**src/rtl/wash_panel.sv**
```systemverilog
// wash_panel: synchronizes and debounces the power switch and panel buttons, and
// tracks the wash cycle to gate start/alert pulses and freeze the mode selector.
module wash_panel #(
  parameter int DEB_CYCLES = 2_000_000
) (
  input  logic       clk,
  input  logic       rst,
  input  logic       sw_on,
  input  logic       btn_start,
  input  logic       btn_mode,
  input  logic       btn_alert,
  input  logic       nxt,
  output logic       on,
  output logic [1:0] mode,
  output logic       m_pos,
  output logic       u_pos,
  output logic       busy,
  output logic       done,
  output logic [3:0] mode_led
);
  localparam int CW = $clog2(DEB_CYCLES);
  typedef enum logic [1:0] {IDLE, RUN, DONE} state_t;
  state_t state_q, state_d;
  logic [3:0] raw, sync1_q, sync2_q, stable_q, stable_d, rise_q, rise_d, hit;
  logic [CW-1:0] cnt_q [4];
  logic [CW-1:0] cnt_d [4];
  logic [1:0] mode_q, mode_d;
  logic [3:0] mode_led_q, mode_led_d;
  logic m_pos_q, m_pos_d, u_pos_q, u_pos_d, busy_q, busy_d, done_q, done_d;
  logic start_p, mode_p, alert_p;
  assign raw = {btn_alert, btn_mode, btn_start, sw_on};
  assign on = stable_q[0];
  assign start_p = rise_q[1];
  assign mode_p = rise_q[2];
  assign alert_p = rise_q[3];
  assign mode = mode_q;
  assign mode_led = mode_led_q;
  assign m_pos = m_pos_q;
  assign u_pos = u_pos_q;
  assign busy = busy_q;
  assign done = done_q;
  // A level is accepted only after DEB_CYCLES consecutive mismatching samples.
  always_comb begin
    hit = '0;
    stable_d = stable_q;
    rise_d = '0;
    for (int i = 0; i < 4; i++) begin
      hit[i] = (sync2_q[i] != stable_q[i]) && (cnt_q[i] == CW'(DEB_CYCLES - 1));
      cnt_d[i] = (sync2_q[i] == stable_q[i] || hit[i]) ? '0 : cnt_q[i] + CW'(1);
      stable_d[i] = hit[i] ? sync2_q[i] : stable_q[i];
      rise_d[i] = hit[i] & sync2_q[i];
    end
  end
  always_comb begin
    state_d = state_q;
    mode_d = mode_q;
    m_pos_d = 1'b0;
    u_pos_d = 1'b0;
    case (state_q)
      IDLE: begin
        if (start_p && on) begin
          state_d = RUN;
          m_pos_d = 1'b1;
        end else if (mode_p) begin
          mode_d = mode_q + 2'd1;
        end
      end
      RUN: begin
        u_pos_d = on & alert_p;
        state_d = !on ? IDLE : (nxt ? DONE : RUN);
      end
      DONE: state_d = (!on || start_p || mode_p || alert_p) ? IDLE : DONE;
      default: state_d = IDLE;
    endcase
    mode_led_d = 4'b0001 << mode_d;
    busy_d = state_d == RUN;
    done_d = state_d == DONE;
  end
  always_ff @(posedge clk) begin
    if (rst) begin
      sync1_q <= '0;
      sync2_q <= '0;
      stable_q <= '0;
      rise_q <= '0;
      cnt_q <= '{default: '0};
      state_q <= IDLE;
      mode_q <= 2'b11;
      mode_led_q <= 4'b1000;
      m_pos_q <= 1'b0;
      u_pos_q <= 1'b0;
      busy_q <= 1'b0;
      done_q <= 1'b0;
    end else begin
      sync1_q <= raw;
      sync2_q <= sync1_q;
      stable_q <= stable_d;
      rise_q <= rise_d;
      cnt_q <= cnt_d;
      state_q <= state_d;
      mode_q <= mode_d;
      mode_led_q <= mode_led_d;
      m_pos_q <= m_pos_d;
      u_pos_q <= u_pos_d;
      busy_q <= busy_d;
      done_q <= done_d;
    end
  end
endmodule

```
**config.mk**
```make
export PLATFORM = sky130hd
export DESIGN_NAME = wash_panel
export DESIGN_NICKNAME = d
export VERILOG_FILES = /design/src/rtl/wash_panel.sv
export SDC_FILE = /design/constraint.sdc
export NUM_CORES = 1
export LEC_CHECK = 0
export CAP_MARGIN = 10
export CELL_PAD_IN_SITES_DETAIL_PLACEMENT = 0
export CELL_PAD_IN_SITES_GLOBAL_PLACEMENT = 1
export CORE_ASPECT_RATIO = 0.75
export CORE_MARGIN = 5
export CORE_UTILIZATION = 42
export DETAILED_ROUTE_END_ITERATION = 6
export GPL_TIMING_DRIVEN = 0
export PLACE_DENSITY_LB_ADDON = 0.1
export SYNTH_ARGS = -nofsm -noshare
export SYNTH_HDL_FRONTEND = slang
export SYNTH_SLANG_ARGS = --single-unit
```
**constraint.sdc**
```tcl
create_clock -name clk -period 2 [get_ports clk]
set_input_delay 0.3 -clock clk [delete_from_list [all_inputs] [get_ports clk]]
set_output_delay 0.3 -clock clk [all_outputs]
set_load 0.03 [all_outputs]
```
# After elaboration in Yosys (flattened, before gate mapping)
# Index checks and enable logic that the tools add are counted.
# totals
rom_bits,0
latchBits,0
ram_bits,0
output_inout_bits,11
n_memories,0
inputBits,7
ff_bits,112
# classes
n_addsub,5
eq_ne,16
div_mod_pow,0
muxes,9
n_reduce_logical,20
bitwise_logic,7
n_shift,1
magnitude_cmp,0
multipliers,0
# ops
operator,n
$add 21x1->21 const B,4
$eq 21x21->1 const B,4
$mux 2,7
$reduce_or 2->1,6
$logic_or 1x1->1,7
$pmux 2 s3,1
$and 1x1->1,5
$logic_and 1x1->1,5
$eq 1x1->1,4
$eq 2x1->1 const B,2
$eq 2x2->1 const B,2
$ne 1x1->1,4
$shl 1x2->4 const A,1
$add 2x1->2 const B,1
$logic_not 2->1,1
$not 1->1,2
$logic_not 1->1,1
$mux 1,1

# Depth between registers and ports, before layout
# Gate-level depths: netlist of run 1.
# logic_depth
depth_word,7
ltp_mapped,7
depth_no_buf,5

# Worst setup path before layout of run 1
# No wires, ideal clock.
# synth_timing
kind,register -> register
start,register cnt_q[21] (netlist bit)
end,register cnt_q[41] (netlist bit)
stages_incl_launch_ff,7
setup_slack_ns,0.021
synth_period_minus_slack_ns,1.979
n_path_buf,1
setup_time_ns,0.073
arrival_time_ns,1.907
path_cell_list,dfxtp_1 -> ha_1 -> nand3_1 -> or4_1 -> clkbuf_1 -> or4_1 -> a21oi_1
# synth_via
elab_chain_cells,4
elab_cells_between_ends,5
classes_between,add/sub: 1; eq/ne: 1; reduce/logical: 3
# synth_lines
element,line_no,rtl
from (decl),25,logic [CW-1:0] cnt_q [4];
from (signal assigned),98,cnt_q <= cnt_d;
"parallel branches: the longest is 4 deep, another holds $add 21x1->21",-,
# Parallel ways; which one is timed is not known.
# A chain may end at the register's enable or synchronous reset.

# Worst setup path after layout of run 1
# layout_timing
start,register cnt_q[58] (netlist bit)
end,register stable_q[1]
# layout_via
elab_chain_cells,2
# layout_lines
element,line_no,rtl
$eq 21x21->1,48,hit[i] = (sync2_q[i] != stable_q[i]) && (cnt_q[i] == CW'(DEB_CYCLES - 1));
$logic_and 1x1->1,48,
to (signal assigned),96,stable_q <= stable_d;
to (decl),24,"logic [3:0] raw, sync1_q, sync2_q, stable_q, stable_d, rise_q, rise_d, hit;"
# No other way between the ends.

==> results.toml, run 1 <==
[global_route]
gr-usage-all-layers = 0.1496
overflow = 0
grt_pass1_wl_um = 16770
grt_pass1_vias = 3548
antenna_found_initial = 0
grt_max_degree = 18

[setup_path]
path_max_fanout = 4
worstPathRequired_ns = 2.28
critical_path.cell_chain = "or4_1 > or4_4 > or3_1 > a21oi_1"
cp_top_family = "simple AND/OR/NAND/NOR gates"
start_kind = "flip-flop"
crit_buf_inv = 0
arrival_ns = 2.23
cp-end-kind = "flip-flop"
critPathKind = "flip-flop to flip-flop"
cp_slowest_stage_delay_ns = 0.53
slowest_stage = "or4_4"

[yosys]
muxShareOfSynthArea = 0
yosysTopAreaCell = "dfxtp_1"
synth_area_leaders = "dfxtp_1, xor2_1, nor2_1, xnor2_1, a21oi_1"
synthCells = 535
synth_area_um2 = 4742
avgSynthCellArea_um2 = 8.864
ys_warn_count = 0
yosysUniqueCellTypes = 44
synth.yosys.seq_area_share = 0.4686
syn_nets = 546
ys_top_cells_by_count = "dfxtp_1, nor2_1, nand2_1, a21oi_1, xor2_1"
ys_async_sr_fraction = 0
synth_ff_type = "dfxtp_1"
synth-xor-area-share = 0.1034
synth_top_area_frac = 0.4686
ys_ff_latch = 111
synth_top_family_by_area = "simple AND/OR/NAND/NOR gates"
synth_most_common_cell = "dfxtp_1"
synth_edf_count = 0
yosys.area_share.simple = 0.3032
synth_compound_area_frac = 0.08707
synthAdderAreaFrac = 0.01055

[sta]
slew-limit-headroom = 0.5949
hold-worst-slack_ns = 0.4389
worst_slew_pin_slew_ns = 0.6021
finalClockSkew_ns = 0.005734
fin_crit_sh = 0.9761
fmax_mhz = 512.2
slew_violations = 0
finalCriticalPeriod_ns = 1.952
setup_viol = 0
hold_viol = 0
worst_slack_ns = 0.04770

[routing]
drt-vias-per-instance = 5.301
ant_nets = 0
drt_wl_total_um = 9699
drc_errors = 0
drt_first_pass_iters = 4
num_vias = 3785
drt_iter0_drc = 229
wl_per_cell_um = 13.58

[hold_path]
holdCritPathClass = "flip-flop to flip-flop"

[layout]
areaGrowthSynthToFinish_pct = 16.65
fin_area_um2 = 5532
drive_above_1_share = 0.09408
n_fill_cell = 1053
fin_cells = 714
fin_nets = 581
n_antenna_cell = 0

[clocking]
max-clock-path-buffers = 2
holdBufCountCts = 0
insertion_delay_ns = 0.35
clkTransAtPathRegs_ns = 0.07
root_buffer = "clkbuf_16"
clock-sinks = 111
cts_made_buffers = 9
cts_tree = "done"
htreeDepth = 3

[floorplanning]
rows = 33
fp.coreArea_um2 = 10980
die_area_um2 = 13540
start_util = 0.4318
die-width_um = 132.7
io_pins = 18
die_height_um = 102.0

[pwr]
switchingPower_uw = 853.9
p_sw_frac = 0.2037
ir_drop_mv = 0.4707
seq_power_share = 0.530
leakage_nw = 1.681
clkPwrFrac = 0.455
combPwrFrac = 0.015
powerDensity_nw_per_um2 = 757.7
p_int_mw = 3.337

[place]
placed_area_um2 = 5077
pre_cts_slack_ns = -0.3732
hpwlAfterDp_um = 6681
numPortBuffers = 16
gp_congestion = 0.7540
place_inst = 691

[job]
max_cap_viol_count = 0

[run_status]
status = "finished clean"
[metrics by stage]
stage	util	TNS [ns]	power, mW
2_1_floorplan	-	0	2.307
3_3_place_gp	0.4623	-12.46	2.331
3_5_place_dp	0.4623	-12.74	2.331
4_1_cts	0.4951	0	4.238
5_1_grt	0.5036	-0.02211	4.354
6_report	0.5036	0	4.191
[cells by family after synthesis]
kind of cell / Yosys count
AOI/OAI and AO/OA: 70
xor gates and xnor gates: 56
buffers and inverters: 33
and+or+nand+nor: 261
adders and majority gates: 4
DFF: 111
[area by class of cell]
cell class / count / area [um2] / share of cell area
flip-flops and latches: 111 / 2223 / 0.4019
clock buffers: 9 / 225.2 / 0.04071
repair buffers: 27 / 246.5 / 0.04456
clock inverters: 6 / 86.33 / 0.01561
plain buffers: 13 / 61.31 / 0.01108
well taps: 140 / 175.2 / 0.03167
multi-input cells: 391 / 2450 / 0.4429
inverters: 17 / 63.81 / 0.01154
[final timing paths]
path                            depth (start not counted)       start  slack [ns]          end
worst max-delay path                                    4   cnt_q[58]        0.05  stable_q[1]
worst min-delay path                                    1  sync1_q[1]        0.44   sync2_q[1]
worst max register to register                          4   cnt_q[58]        0.05  stable_q[1]
worst min register to register                          1  sync1_q[1]        0.44   sync2_q[1]
[power groups by stage]
| stage | clock [mW] | sequential, mW | combinational, mW |
|---|---|---|---|
| final | 1.91 | 2.22 | 0.0628 |
| after floorplan | 0 | 2.27 | 0.0331 |
| after detailed placement | 0 | 2.28 | 0.0558 |
| after CTS | 1.96 | 2.22 | 0.0592 |
| after global routing | 2.06 | 2.22 | 0.0702 |
| after global placement | 0 | 2.28 | 0.0555 |
[registers in the layout, summed over array words and instances (netlist names)]
register and flops:
cnt_q 84, busy 1, state_q 2, rise_q 3
mode_led 4, sync1_q 4, done 1, stable_q 4
sync2_q 4, mode 2, m_pos 1, u_pos 1
[what timing repair did]
| item | 4_1_cts | 5_1_grt |
|---|---|---|
| pin swaps | 1 | 6 |
| setup endpoints to repair | 60 | 65 |
| gates resized for setup | 11 | 10 |
| buffers inserted | 2 | 9 |
[layout by cell type (no fill, tap or decap), types with 3 or more instances in the layout]
| cell | count |
|---|---|
| a21oi_1 | 33 |
| and2_1 | 4 |
| and3_1 | 4 |
| and4_1 | 8 |
| buf_4 | 10 |
| clkbuf_1 | 8 |
| clkbuf_16 | 9 |
| clkdlybuf4s50_1 | 16 |
| dfxtp_1 | 110 |
| ha_1 | 4 |
| inv_1 | 17 |
| nand2_1 | 34 |
| nand2b_1 | 8 |
| nand3_1 | 23 |
| nand4_1 | 22 |
| nor2_1 | 66 |
| nor2b_1 | 8 |
| nor3_1 | 9 |
| nor3b_1 | 5 |
| nor4_1 | 11 |
| nor4b_1 | 5 |
| o21ai_0 | 18 |
| o21bai_4 | 3 |
| o31ai_1 | 9 |
| or2_2 | 3 |
| or3_1 | 19 |
| or4_1 | 12 |
| xnor2_1 | 23 |
| xor2_1 | 33 |
[per-layer routing]
metal | wire, um | GRT usage | vias up
li1 | - | - | 1959
met5 | 0 | 0 | -
met1 | 5173 | 0.2067 | 1778
met2 | 4147 | 0.2340 | 34
met4 | 132 | 0.04553 | 0
met3 | 245 | 0.03642 | 14
Power figures use the tool's default switching activity.
==> run 2, diff against run 1 <==
Settings changed: RECOVER_POWER set to 100.
==> run 2 against run 1 <==
  * Cell count is the same
  * Register-to-register slack about the same
  * Total power about the same
  * Final area down 0.41%
  * Global-route usage unchanged
  * Via count grew 0.21%
  * Wire length is 0.19% lower
  * Clock power barely moved
  * Sequential cell count unchanged
  * Clock-buffer cell count did not move
  * Sequential share of layout area up 0.16 points
  * Highest routed layer unchanged
==> results.toml, run 2 (synthesis gave the netlist of run 1 again) <==
[clocking]
max-clock-path-buffers = 2
cts_tree = "done"
holdBufCountCts = 0
insertion_delay_ns = 0.35
htreeDepth = 3
clock-sinks = 111
cts_made_buffers = 9
root_buffer = "clkbuf_16"
clkTransAtPathRegs_ns = 0.07

[global_route]
gr-usage-all-layers = 0.1496
overflow = 0
grt_pass1_vias = 3548
grt_pass1_wl_um = 16770
grt_max_degree = 18
antenna_found_initial = 0

[sta]
finalCriticalPeriod_ns = 1.952
slew-limit-headroom = 0.5938
slew_violations = 0
worst_slack_ns = 0.04772
worst_slew_pin_slew_ns = 0.6037
tns_ns = 0
setup_viol = 0
fin_crit_sh = 0.9761
hold_viol = 0
finalClockSkew_ns = 0.005718
hold-worst-slack_ns = 0.4389
fmax_mhz = 512.2

[routing]
drt_first_pass_iters = 4
drt_wl_total_um = 9681
drt-vias-per-instance = 5.312
drc_errors = 0
drt_iter0_drc = 231
wl_per_cell_um = 13.56
num_vias = 3793
ant_nets = 0

[floorplanning]
rows = 33
start_util = 0.4318
io_pins = 18
fp.coreArea_um2 = 10980
die_area_um2 = 13540
die-width_um = 132.7
die_height_um = 102.0

[setup_path]
reg2reg_slack_ns = 0.05
cp-end-kind = "flip-flop"
arrival_ns = 2.23
start_kind = "flip-flop"
path_max_fanout = 4
critPathKind = "flip-flop to flip-flop"
worstPathRequired_ns = 2.28
r2r_cells = 4

[place]
place_inst = 691
numPortBuffers = 16
hpwlAfterDp_um = 6681
pre_cts_slack_ns = -0.3732
gp_congestion = 0.7540

[layout]
fin_nets = 581
final_common_cell = "dfxtp_1"
top_register = "cnt_q"
n_antenna_cell = 0
areaGrowthSynthToFinish_pct = 16.17
drive_above_1_share = 0.08711
final_core_util = 0.5016
n_fill_cell = 1059
largest_reg_flops = 84
final_cell_mix = "dfxtp_1, nor2_1, nand2_1"
fin_cells = 714

[pwr]
ir_drop_mv = 0.4703
leakage_nw = 1.689
powerDensity_nw_per_um2 = 760.3

[run_status]
status = "finished clean"

[hold_path]
holdCritPathClass = "flip-flop to flip-flop"
min_path_cells = 1

[job]
max_cap_viol_count = 0
[run 2: through the flow]
step / instance area, um2 / power [mW]
after floorplan: 4742 / 2.307
after detailed placement: 5077 / 2.331
after global placement: 5077 / 2.331
after CTS: 5438 / 4.238
after global routing: 5509 / 4.352
final: 5509 / 4.188
[run 2: timing repair]
item | CTS | global route
gates resized for setup | 11 | 10
buffers inserted | 2 | 9
pin swaps | 1 | 6
setup endpoints to repair | 60 | 65
hold endpoints to repair | 0 | 0
[run 2: worst max-delay path, stage by stage (launching register included)]
cell and delay [ns]:
dfxtp_1 0.34, or4_1 0.52, or4_4 0.53, or3_1 0.36
a21oi_1 0.13
[run 2: metal layers]
layer  routed length [um]  GRT usage  up-vias
met5                    0          0        -
met4                  119    0.04553        0
met3                  300    0.03642       11
met2                 4145     0.2340       43
met1                 5115     0.2067     1781
li1                     -          -     1958
[run 2: power breakdown]
part	total [mW]	internal [mW]	switching, mW
Clock	1.90	1.09	0.815
Sequential	2.22	2.22	0.00550
Combinational	0.0611	0.0285	0.0326
Total	4.19	3.34	0.853
[run 2: cell type report]
cell class                 instances  area (um2)  area share
buffer                            13       61.31     0.01113
clock inverter                     6       86.33     0.01567
multi-input combinational        391        2437      0.4424
clock buffer                       9       225.2     0.04088
timing repair buffer              27       236.5     0.04293
tap                              140       175.2     0.03180
inverter                          17       63.81     0.01158
sequential                       111        2223      0.4036
[run 2: final timing paths]
kind	start	to
setup / recovery	cnt_q[58]	stable_q[1]
hold reg to reg	sync1_q[1]	sync2_q[1]
hold / removal	sync1_q[1]	sync2_q[1]
setup reg to reg	cnt_q[58]	stable_q[1]
==> run 3, diff against run 2 <==
Settings changed: SKIP_CTS_REPAIR_TIMING set to 1.
==> run 3 against run 2 <==
  * Setup slack improved by 0.00085 ns
  * Sequential power about the same
  * Critical path depth did not move
  * Combinational power is essentially flat
  * Sequential cell count stayed put
  * Clock power is essentially flat
  * Worst hold slack hardly changed
  * Critical endpoint unchanged
==> results.toml, run 3 (synthesis gave the netlist of run 1 again) <==
[setup_path]
path_max_fanout = 4
arrival_ns = 2.23
worstPathRequired_ns = 2.28
critPathKind = "flip-flop to flip-flop"
start_kind = "flip-flop"
cp-end-kind = "flip-flop"
r2r_cells = 4

[floorplanning]
io_pins = 18
start_util = 0.4318
die_area_um2 = 13540
die-width_um = 132.7
rows = 33
die_height_um = 102.0
fp.coreArea_um2 = 10980

[layout]
seq_area_um2 = 2223
fin_area_um2 = 5547
final_common_cell = "dfxtp_1"
top_register = "cnt_q"
areaGrowthSynthToFinish_pct = 16.97
largest_reg_flops = 84
drive_above_1_share = 0.09672
fin_nets = 586
n_fill_cell = 1057
n_antenna_cell = 0
multi_input_comb_area_um2 = 2441
final_cell_mix = "dfxtp_1, nor2_1, nand2_1"

[run_status]
status = "finished clean"

[routing]
wl_per_cell_um = 13.50
drt-vias-per-instance = 5.291
ant_nets = 0
drt_first_pass_iters = 5
drt_wl_total_um = 9708
drc_errors = 0
num_vias = 3804
drt_iter0_drc = 199

[sta]
slew_violations = 0
hold_viol = 0
setup_viol = 0
slew-limit-headroom = 0.5951
fin_crit_sh = 0.9757
finalCriticalPeriod_ns = 1.951
tns_ns = 0
worst_slew_pin_slew_ns = 0.6018
finalClockSkew_ns = 0.005714
fmax_mhz = 512.4

[global_route]
overflow = 0
grt_pass1_wl_um = 16690
gr-usage-all-layers = 0.1490
grt_max_degree = 18
antenna_found_initial = 0
grt_pass1_vias = 3550

[clocking]
max-clock-path-buffers = 2
cts_tree = "done"
root_buffer = "clkbuf_16"
insertion_delay_ns = 0.35
clock-sinks = 111
clkTransAtPathRegs_ns = 0.07
cts_made_buffers = 9
htreeDepth = 3

[pwr]
powerDensity_nw_per_um2 = 754.9
leakage_nw = 1.710
ir_drop_mv = 0.4702

[job]
max_cap_viol_count = 0

[place]
hpwlAfterDp_um = 6681
numPortBuffers = 16
gp_congestion = 0.7540
placed_area_um2 = 5077

[hold_path]
min_path_cells = 1
holdCritPathClass = "flip-flop to flip-flop"
[run 3: area by class of cell]
| class | instances | share of cell area |
|---|---|---|
| inverter | 17 | 0.01150 |
| tap | 140 | 0.03158 |
| multi-input combinational | 391 | 0.4401 |
| buffer | 13 | 0.01105 |
| clock inverter | 6 | 0.01557 |
| timing repair buffer | 32 | 0.04873 |
| clock buffer | 9 | 0.04060 |
| sequential | 111 | 0.4009 |
[run 3: stage by stage]
| step | util | std cells | power [mW] | setup slack (ns) | hold slack (ns) |
|---|---|---|---|---|---|
| 2_1_floorplan | - | 535 | 2.307 | 0.02092 | 0.4138 |
| 3_3_place_gp | 0.4623 | 691 | 2.331 | -0.4017 | 0.4215 |
| 3_5_place_dp | 0.4623 | 691 | 2.331 | -0.3732 | 0.4231 |
| 4_1_cts | 0.4907 | 706 | 4.235 | -0.3971 | 0.4424 |
| 5_1_grt | 0.5050 | 719 | 4.352 | -0.01632 | 0.4652 |
| 6_report | 0.5050 | 719 | 4.187 | 0.04858 | 0.4388 |
[run 3: worst paths after layout]
path | from | end | slack [ns]
max | cnt_q[58] | stable_q[1] | 0.05
max reg2reg | cnt_q[58] | stable_q[1] | 0.05
min | sync1_q[1] | sync2_q[1] | 0.44
min reg2reg | sync1_q[1] | sync2_q[1] | 0.44
[run 3: report_power, final]
part | internal, mW | switching [mW] | total, mW | leakage, nW
sequential | 2.22 | 0.00549 | 2.22 | 0.896
clock | 1.09 | 0.813 | 1.90 | 0.151
combinational | 0.0287 | 0.0324 | 0.0611 | 0.662
total | 3.34 | 0.851 | 4.19 | 1.71
[run 3: per-layer routing]
layer  track usage  part of all wire  up-vias
met5             0                 0        -
met4       0.04553            0.0092        0
met3       0.03642             0.027        6
met2        0.2332              0.44       36
met1        0.2055              0.53     1791
li1              -                 -     1971
[run 3: worst max-delay path, cell delays in order (launching register included)]
cell and delay (ns):
dfxtp_1 0.34, or4_1 0.52, or4_4 0.53, or3_1 0.36, a21oi_1 0.13
